[src/rtl/irq_pending_ctrl.sv]
`default_nettype none
// ============================================================================
// irq_pending_ctrl : sync + edge-detect IRQ lines, hold pending, present the
// lowest enabled pending id to the core until ack. Optional NMI: IRQ_NMI_EN.
// Revision: 1.0
// ============================================================================
module irq_pending_ctrl #(
    parameter int NUM_IRQ     = 8,
    parameter int ID_W        = 3,
    parameter int SYNC_STAGES = 2
) (
    input  logic               clk,
    input  logic               rst,
    input  logic [NUM_IRQ-1:0] irq_in,
    input  logic [NUM_IRQ-1:0] irq_mask,
    input  logic               int_ack,
    input  logic               nmi_in,
    output logic               int_o,
    output logic [ID_W-1:0]    int_num_o,
    output logic               nmi_o,
    output logic [NUM_IRQ-1:0] pending_o
);

    typedef enum logic [1:0] {
        IDLE   = 2'd0,
        ASSERT = 2'd1,
        GAP    = 2'd2
    } state_t;

    state_t             state;
    state_t             state_next;
    logic               load_id;
    logic [ID_W-1:0]    cur_id;
    logic [ID_W-1:0]    sel_id;
    logic               any_enabled;
    logic [NUM_IRQ-1:0] sync_q [SYNC_STAGES];
    logic [NUM_IRQ-1:0] sync_d;
    logic [NUM_IRQ-1:0] pend_set;
    logic [NUM_IRQ-1:0] pend_clr;
    logic [NUM_IRQ-1:0] pending;
    logic [NUM_IRQ-1:0] enabled;

    // History presets to ones so a line already high at reset release is not
    // mistaken for a rising edge; a line must be seen low first.
    always_ff @(posedge clk or negedge rst) begin
        if (!rst) begin
            for (int s = 0; s < SYNC_STAGES; s++) begin
                sync_q[s] <= '1;
            end
            sync_d <= '1;
        end else begin
            sync_q[0] <= irq_in;
            for (int s = 1; s < SYNC_STAGES; s++) begin
                sync_q[s] <= sync_q[s-1];
            end
            sync_d <= sync_q[SYNC_STAGES-1];
        end
    end

    assign pend_set = sync_q[SYNC_STAGES-1] & ~sync_d;
    assign enabled  = pending & irq_mask;
    assign any_enabled = |enabled;

    always_comb begin
        sel_id = '0;
        for (int i = NUM_IRQ - 1; i >= 0; i--) begin
            if (enabled[i]) begin
                sel_id = ID_W'(i);
            end
        end
    end

    always_comb begin
        pend_clr = '0;
        if ((state == ASSERT) && int_ack) begin
            pend_clr = NUM_IRQ'(1) << cur_id;
        end
    end

    // Set is OR-ed after the clear so a fresh edge in the ack cycle re-pends.
    always_ff @(posedge clk or negedge rst) begin
        if (!rst) begin
            pending <= '0;
        end else begin
            pending <= (pending & ~pend_clr) | pend_set;
        end
    end

    always_ff @(posedge clk or negedge rst) begin
        if (!rst) begin
            state  <= IDLE;
            cur_id <= '0;
        end else begin
            state <= state_next;
            if (load_id) begin
                cur_id <= sel_id;
            end
        end
    end

    always_comb begin
        state_next = state;
        load_id    = 1'b0;
        case (state)
            IDLE: begin
                if (any_enabled) begin
                    state_next = ASSERT;
                    load_id    = 1'b1;
                end
            end
            ASSERT: begin
                if (int_ack) begin
                    state_next = GAP;
                end
            end
            GAP:     state_next = IDLE;
            default: state_next = IDLE;
        endcase
    end

    assign int_o     = (state == ASSERT);
    assign int_num_o = cur_id;
    assign pending_o = pending;

`ifdef IRQ_NMI_EN
    logic [SYNC_STAGES-1:0] nmi_sync;
    logic                   nmi_d;
    logic                   nmi_edge;
    logic                   nmi_pulse;

    // Extra edge register aligns the pulse one cycle after the pending path.
    always_ff @(posedge clk or negedge rst) begin
        if (!rst) begin
            nmi_sync  <= '1;
            nmi_d     <= 1'b1;
            nmi_edge  <= 1'b0;
            nmi_pulse <= 1'b0;
        end else begin
            nmi_sync  <= {nmi_sync[SYNC_STAGES-2:0], nmi_in};
            nmi_d     <= nmi_sync[SYNC_STAGES-1];
            nmi_edge  <= nmi_sync[SYNC_STAGES-1] & ~nmi_d;
            nmi_pulse <= nmi_edge;
        end
    end

    assign nmi_o = nmi_pulse;
`else
    logic unused_nmi;
    assign unused_nmi = nmi_in;
    assign nmi_o      = 1'b0;
`endif

endmodule
`default_nettype wire

[config.mk]
export PLATFORM = sky130hd
export DESIGN_NAME = irq_pending_ctrl
export DESIGN_NICKNAME = d
export VERILOG_FILES = /design/src/rtl/irq_pending_ctrl.sv
export SDC_FILE = /design/constraint.sdc
export NUM_CORES = 1
export LEC_CHECK = 0
export ABC_AREA = 1
export BUFFER_PORTS_ARGS = -buffer_cell sky130_fd_sc_hd__buf_4
export CAP_MARGIN = 20
export CORE_MARGIN = 1.5
export CORE_UTILIZATION = 54
export CTS_BUF_LIST = sky130_fd_sc_hd__clkbuf_8
export DETAILED_ROUTE_END_ITERATION = 8
export PLACE_DENSITY = 0.81
export SYNTH_ARGS = -nofsm -noshare
export SYNTH_HDL_FRONTEND = slang
export SYNTH_SLANG_ARGS = --single-unit
[constraint.sdc]
create_clock -name clk -period 1.6 [get_ports clk]
set_clock_uncertainty 0.15 [all_clocks]
set_input_delay 0.08 -clock clk [delete_from_list [all_inputs] [get_ports clk]]
set_output_delay 0.08 -clock clk [all_outputs]
set_load 0.01 [all_outputs]
==> run metrics, run 1 <==
Max Cap Violations 0; drc violations 0; synthesized cell area 1320 um2; adder-cell share of the synthesized area 0%; post-synth cell types 16; Max Slew Vio Count 0; Gates resized, CTS repair 0; Storage cell area 956 um2; Seq/Total Area, Yosys 72.6%; All-Layer GR Usage 19.9%; drt total wl 2300 um; first-pass GRT wire length 3710 um; crit path kind register to register; CTS sink cnt 37; largest family of logic cells by synthesized area simple AND/OR/NAND/NOR gates; DP Wirelength 1600 um; die height 52.4 um; largest net degree at the start of global routing 38; vias in the first global route 924; Final Hold Fails 0; setup bufs post-CTS 0; crit path DAT 1.38 ns; share of cells above drive strength 1 42.0%; Final period util 85.1%; via count 931; fillers 145; #FFs+latches synth 37; min-delay worst type primary input to register; minimum hold slack 0.0744 ns; logic gate share of total power 26.9%; Synth top area share 47.9%; cell count after synthesis 114; sw frac 30.8%; # IOs 33; PortBufs 30; gpl congestion 0.760; max frequency 0.734 GHz; initial core utilization 58.4%; n_diodes 0; core box area 2250 um2; startpoint types register; TritonCTS clock tree done; Clock Path Buffers 2; Static Leak 0.845 nW; crit path max fanout 6; status completed; Detailed Routing Iterations Pass 1 5; Avg Cell Area, Syn 11.6 um2; number of H-tree levels 2; Root Buffer clkbuf_8; most used routing layer met2; insertion delay to the later sink of the worst-skew pair 0.28 ns; internal power 1.74 mW; initial antenna violation count 0; Flop pwr share 48.8%; CP endpoint kind register; post-synthesis share of cell area spent on xor and xnor gates 0%; hold buffer count at cts 12; vias per cell 4.90; Routed WL per cell 12.1 um; setup TNS 0 ns; Die W 52.4 um; Synth Area in Simple Gates 14.8%; worst endpoint required time 1.62 ns; DRT iter0 DRCs 21; mux contribution to synthesized area 0%; top cells by area, synth dfstp_2 (48%), dfrtp_1 (25%), nand2_1 (7.4%), o21ai_1 (6.5%), inv_1 (4.6%); met1 usage 19.9%; Remaining Overflow, GRT 0; VDD IR max 0.985 mV; Compound-Gate Fraction of Synth Area 7.22%; Pwr Density 1420 nW/um2; met2 Track Usage GR 35.8%; minimum clock period 1.36 ns; clock network power share 24.3%; met3 Track Usage GR 6.00%; die area 2750 um2; Syn Nets 134; NetSw 0.775 mW; P&R area growth vs syn 34.9%; cell taking the most area after synthesis dfstp_2; yosys warns 0; Final setup viols 0; TritonCTS Buffers 5; Multi-input gate area 294 um2; fin nets 182; RSZ-0062 raised after global routing false; Worst-path clk slew 0.06 ns; ANT nets after route 0; row cnt 17
==> cells in the mapped netlist <==
master / number
a21oi_1: 1
buf_4: 1
conb_1: 1
dfrtp_1: 13
dfstp_2: 24
inv_1: 16
nand2_1: 26
nand2_2: 2
nand2_4: 3
nand3_1: 3
nor2_1: 2
nor2_2: 2
nor2_4: 1
nor3_1: 1
o21ai_0: 1
o21ai_1: 17
==> per-stage QoR <==
stage	area (um2)	utilization, %	setup WS, ns	total power [mW]	instances
floorplan	1320	-	0.386	1.59	114
global placement	1570	69.6	0.346	1.86	171
detailed placement	1570	69.6	0.278	1.90	171
CTS	1780	78.8	0.255	2.54	190
global route	1780	78.8	0.161	2.68	190
finish	1780	78.8	0.238	2.52	190
==> cell usage in the layout, fill, tap and decap left out <==
cell type	netlist	routed
conb_1	1	1
nor3_1	1	1
dfstp_2	24	24
nor2_4	1	1
o21ai_0	1	1
nand2_4	3	3
o21ai_1	17	17
nand2_2	2	2
a21oi_1	1	1
buf_4	1	30
nor2_2	2	2
nand2_1	26	26
inv_1	16	17
dlygate4sd3_1	0	12
nand3_1	3	3
dfrtp_1	13	13
nor2_1	2	2
clkbuf_8	0	6
==> power groups by stage <==
stage	logic [mW]	registers, mW	clock network, mW
after floorplan	0.341	1.25	0
after global placement	0.634	1.22	0
after detailed placement	0.658	1.24	0
after CTS	0.683	1.23	0.634
after global routing	0.759	1.25	0.671
final	0.678	1.23	0.612
==> worst paths after layout <==
kind	from	endpoint	slack, ns	depth (start not counted)
setup / recovery	pending_o[4]	int_num_o[0]	0.24	8
hold / removal	irq_mask[2]	int_num_o[0]	0.07	6
setup reg to reg	pending_o[4]	int_num_o[0]	0.24	8
hold reg to reg	sync_q[10]	sync_q[2]	0.21	0
max in group asynchronous	rst	sync_q[0]	0.82	2
min in group asynchronous	rst	pending_o[7]	0.14	2
==> flip-flops by register name, summed over array words and instances, names as in the netlist <==
name and flops:
pending_o 8, int_num_o 3, sync_q 16, sync_d 8, state 2
==> cells by family (layout without fill, tap and decap cells) <==
group,count (synthesis),after routing
flops,37,37
compound gates,19,19
buf+inv,17,65
simple gates,40,40
other cells,1,1
==> cell type report <==
class / instances / area share, %
sequential: 37 / 53.8
clock inverter: 1 / 0.211
clock buffer: 6 / 4.65
inverter: 16 / 3.38
tap: 28 / 1.97
multi-input combinational: 60 / 16.5
timing repair buffer: 42 / 19.4
==> worst max-delay path, stage by stage (launching register included) <==
cell and delay [ns]:
dfrtp_1 0.42, nand2_1 0.13, nand2_1 0.07, nor2_1 0.16
nand2_2 0.09, nand2_4 0.09, nor2_2 0.04, nand2_1 0.06
nand2_1 0.05
==> routing by layer <==
layer	wire, um	share of wire (%)	up-vias
met5	0	0	-
met4	53	2.3	0
met3	168	7.3	7
met2	1190	52	46
met1	886	39	435
li1	-	-	443
Note: power is estimated with default switching activity, not from simulation.
==> run 2, diff against run 1 <==
--- a/config.mk
+++ b/config.mk
@@ -10,7 +10,7 @@
 export CAP_MARGIN = 20
 export CORE_MARGIN = 1.5
 export CORE_UTILIZATION = 54
-export CTS_BUF_LIST = sky130_fd_sc_hd__clkbuf_8
+export CTS_BUF_LIST = sky130_fd_sc_hd__clkbuf_2
 export DETAILED_ROUTE_END_ITERATION = 8
 export PLACE_DENSITY = 0.81
 export SYNTH_ARGS = -nofsm -noshare
==> run 2 against run 1 <==
  * Hold slack got worse by 0.037 ns
  * Count of clock-buffer cells in the layout unchanged
  * Non-clock buffer count increased by 4
  * Combinational power increased by 2%
  * Largest power group unchanged
==> run metrics, run 2 (same netlist as run 1, synthesis figures left out) <==
Gates resized, CTS repair 0 (unchanged); row cnt 17 (unchanged); Static Leak 0.840 nW (was 0.845 nW); TritonCTS clock tree done (unchanged); CP endpoint kind register (unchanged); DP Wirelength 1600 um (unchanged); core box area 2250 um2 (unchanged); initial antenna violation count 0 (unchanged); share of cells above drive strength 1 41.0% (was 42.0%); slowest CP cell dfrtp_1 (unchanged); crit-path cells nand2_1 -> nand2_1 -> nor2_1 -> nand2_2 -> nand2_4 -> nor2_2 -> nand2_1 -> nand2_1 (unchanged); min-delay worst type primary input to asynchronous set/reset pin (was primary input to register); vias in the first global route 956 (was 924); Largest register FFs 16 (unchanged); status completed (unchanged); minimum clock period 1.35 ns (was 1.36 ns); n_diodes 0 (unchanged); startpoint types register (unchanged); DRT iter0 DRCs 11 (was 21); gpl congestion 0.760 (unchanged); Die W 52.4 um (unchanged); crit path kind register to register (unchanged); insertion delay to the later sink of the worst-skew pair 0.35 ns (was 0.28 ns); Root Buffer clkbuf_2 (was clkbuf_8); max frequency 0.742 GHz (was 0.734 GHz); die height 52.4 um (unchanged); delay-heaviest family, CP simple AND/OR/NAND/NOR gates (unchanged); All-Layer GR Usage 20.4% (was 19.9%); VDD IR max 0.865 mV (was 0.985 mV); die area 2750 um2 (unchanged); largest net degree at the start of global routing 38 (unchanged); R2R Path End int_num_o[0] (unchanged); setup TNS 0 ns (unchanged); CP Depth 8 (unchanged); max incr delay on CP 0.44 ns (was 0.42 ns); worst r2r path cells 8 (unchanged); initial core utilization 58.4% (unchanged); via count 955 (was 931); Final setup viols 0 (unchanged); flop-to-flop setup slack 0.25 ns (was 0.24 ns); crit path DAT 1.47 ns (was 1.38 ns); vias per cell 4.92 (was 4.90); Worst-path clk slew 0.16 ns (was 0.06 ns); TritonCTS Buffers 5 (unchanged); crit path max fanout 6 (unchanged); Setup Slack @ Placement 0.278 ns (unchanged); Max Slew Vio Count 0 (unchanged); setup ws final 0.252 ns (was 0.238 ns); crit path capture int_num_o[0] (unchanged); Clock Path Buffers 2 (unchanged); Buf/Inv on CP 0 (unchanged); # IOs 33 (unchanged); Worst setup startpoint pending_o[4] (unchanged); drt total wl 2380 um (was 2300 um); Final Hold Fails 0 (unchanged); Pwr Density 1300 nW/um2 (was 1420 nW/um2); drc violations 0 (unchanged); RSZ-0062 raised after global routing false (unchanged); CTS sink cnt 37 (unchanged); setup bufs post-CTS 0 (unchanged); largest register by flop count sync_q (unchanged); worst r2r src pending_o[4] (unchanged); PortBufs 30 (unchanged); worst endpoint required time 1.72 ns (was 1.62 ns); Final period util 84.3% (was 85.1%); Detailed Routing Iterations Pass 1 4 (was 5); Routed WL per cell 12.3 um (was 12.1 um); fin nets 186 (was 182); most common cell after layout, fill and taps aside buf_4 (unchanged); ANT nets after route 0 (unchanged); number of H-tree levels 2 (unchanged); most frequent cells in the layout buf_4 (30), nand2_1 (26), dfstp_2 (24), o21ai_1 (17) (was buf_4 (30), nand2_1 (26), dfstp_2 (24), inv_1 (17), o21ai_1 (17)); first-pass GRT wire length 3840 um (was 3710 um); Remaining Overflow, GRT 0 (unchanged); Max Cap Violations 0 (unchanged); most used cell, CP nand2_1 (unchanged); P&R area growth vs syn 33.9% (was 34.9%)
==> run 2: cell types whose count changed in the layout (fill, tap and decap cells not counted), sizes merged <==
cell	delta
clkinv	+1
inv	-1
dlygate4sd3	+4
==> run 2: final cells by class <==
type                       count  area, um2
tap                           28       35.0
timing repair buffer          46        385
sequential                    37        956
inverter                      16       60.1
multi-input combinational     60        294
clock inverter                 1       3.75
fill                         145        490
clock buffer                   6       30.0
==> run 2: per-stage QoR <==
step	util (%)	std cells	power (mW)	cell area, um2	hold slack [ns]
floorplan	-	114	1.59	1320	-0.366
global route	78.2	194	2.45	1760	0.0239
global placement	69.6	171	1.86	1570	-0.105
CTS	78.2	194	2.31	1760	0.00918
finish	78.2	194	2.28	1760	0.0370
detailed placement	69.6	171	1.90	1570	-0.0961
==> run 2: worst register-to-register path: cells and delay by family, from the launching register on <==
family / cells / cell delay, ns
AND/OR/NAND/NOR: 8 / 0.68
flip-flops: 1 / 0.44
==> run 2: worst min-delay path by stage <==
| stage | startpoint | to | depth (start not counted) |
|---|---|---|---|
| 2_1_floorplan | rst | int_num_o[0] | 0 |
| 3_3_place_gp | rst | pending_o[7] | 1 |
| 3_5_place_dp | rst | pending_o[7] | 1 |
| 4_1_cts | rst | pending_o[7] | 2 |
| 5_1_grt | rst | pending_o[7] | 2 |
| 6_report | rst | pending_o[7] | 2 |
==> run 2: per-layer routing <==
metal | part of all wire, % | vias up | wire length, um | track usage [%]
li1 | - | 456 | - | -
met1 | 41 | 451 | 966 | 20.1
met2 | 51 | 44 | 1220 | 37.1
met3 | 7.2 | 4 | 170 | 6.29
met4 | 0.80 | 0 | 19 | 11.5
met5 | 0 | - | 0 | 0
==> run 2: repair_timing <==
item,4_1_cts,5_1_grt
hold buffers,16,0
hold endpoints to repair,49,0
endpoints found under the setup margin,0,0
==> run 2: report_power, final <==
| part | internal [mW] | total, mW | switching (mW) |
|---|---|---|---|
| clock | 0.102 | 0.366 | 0.264 |
| combinational | 0.315 | 0.692 | 0.377 |
| sequential | 1.10 | 1.23 | 0.127 |
| total | 1.52 | 2.28 | 0.768 |
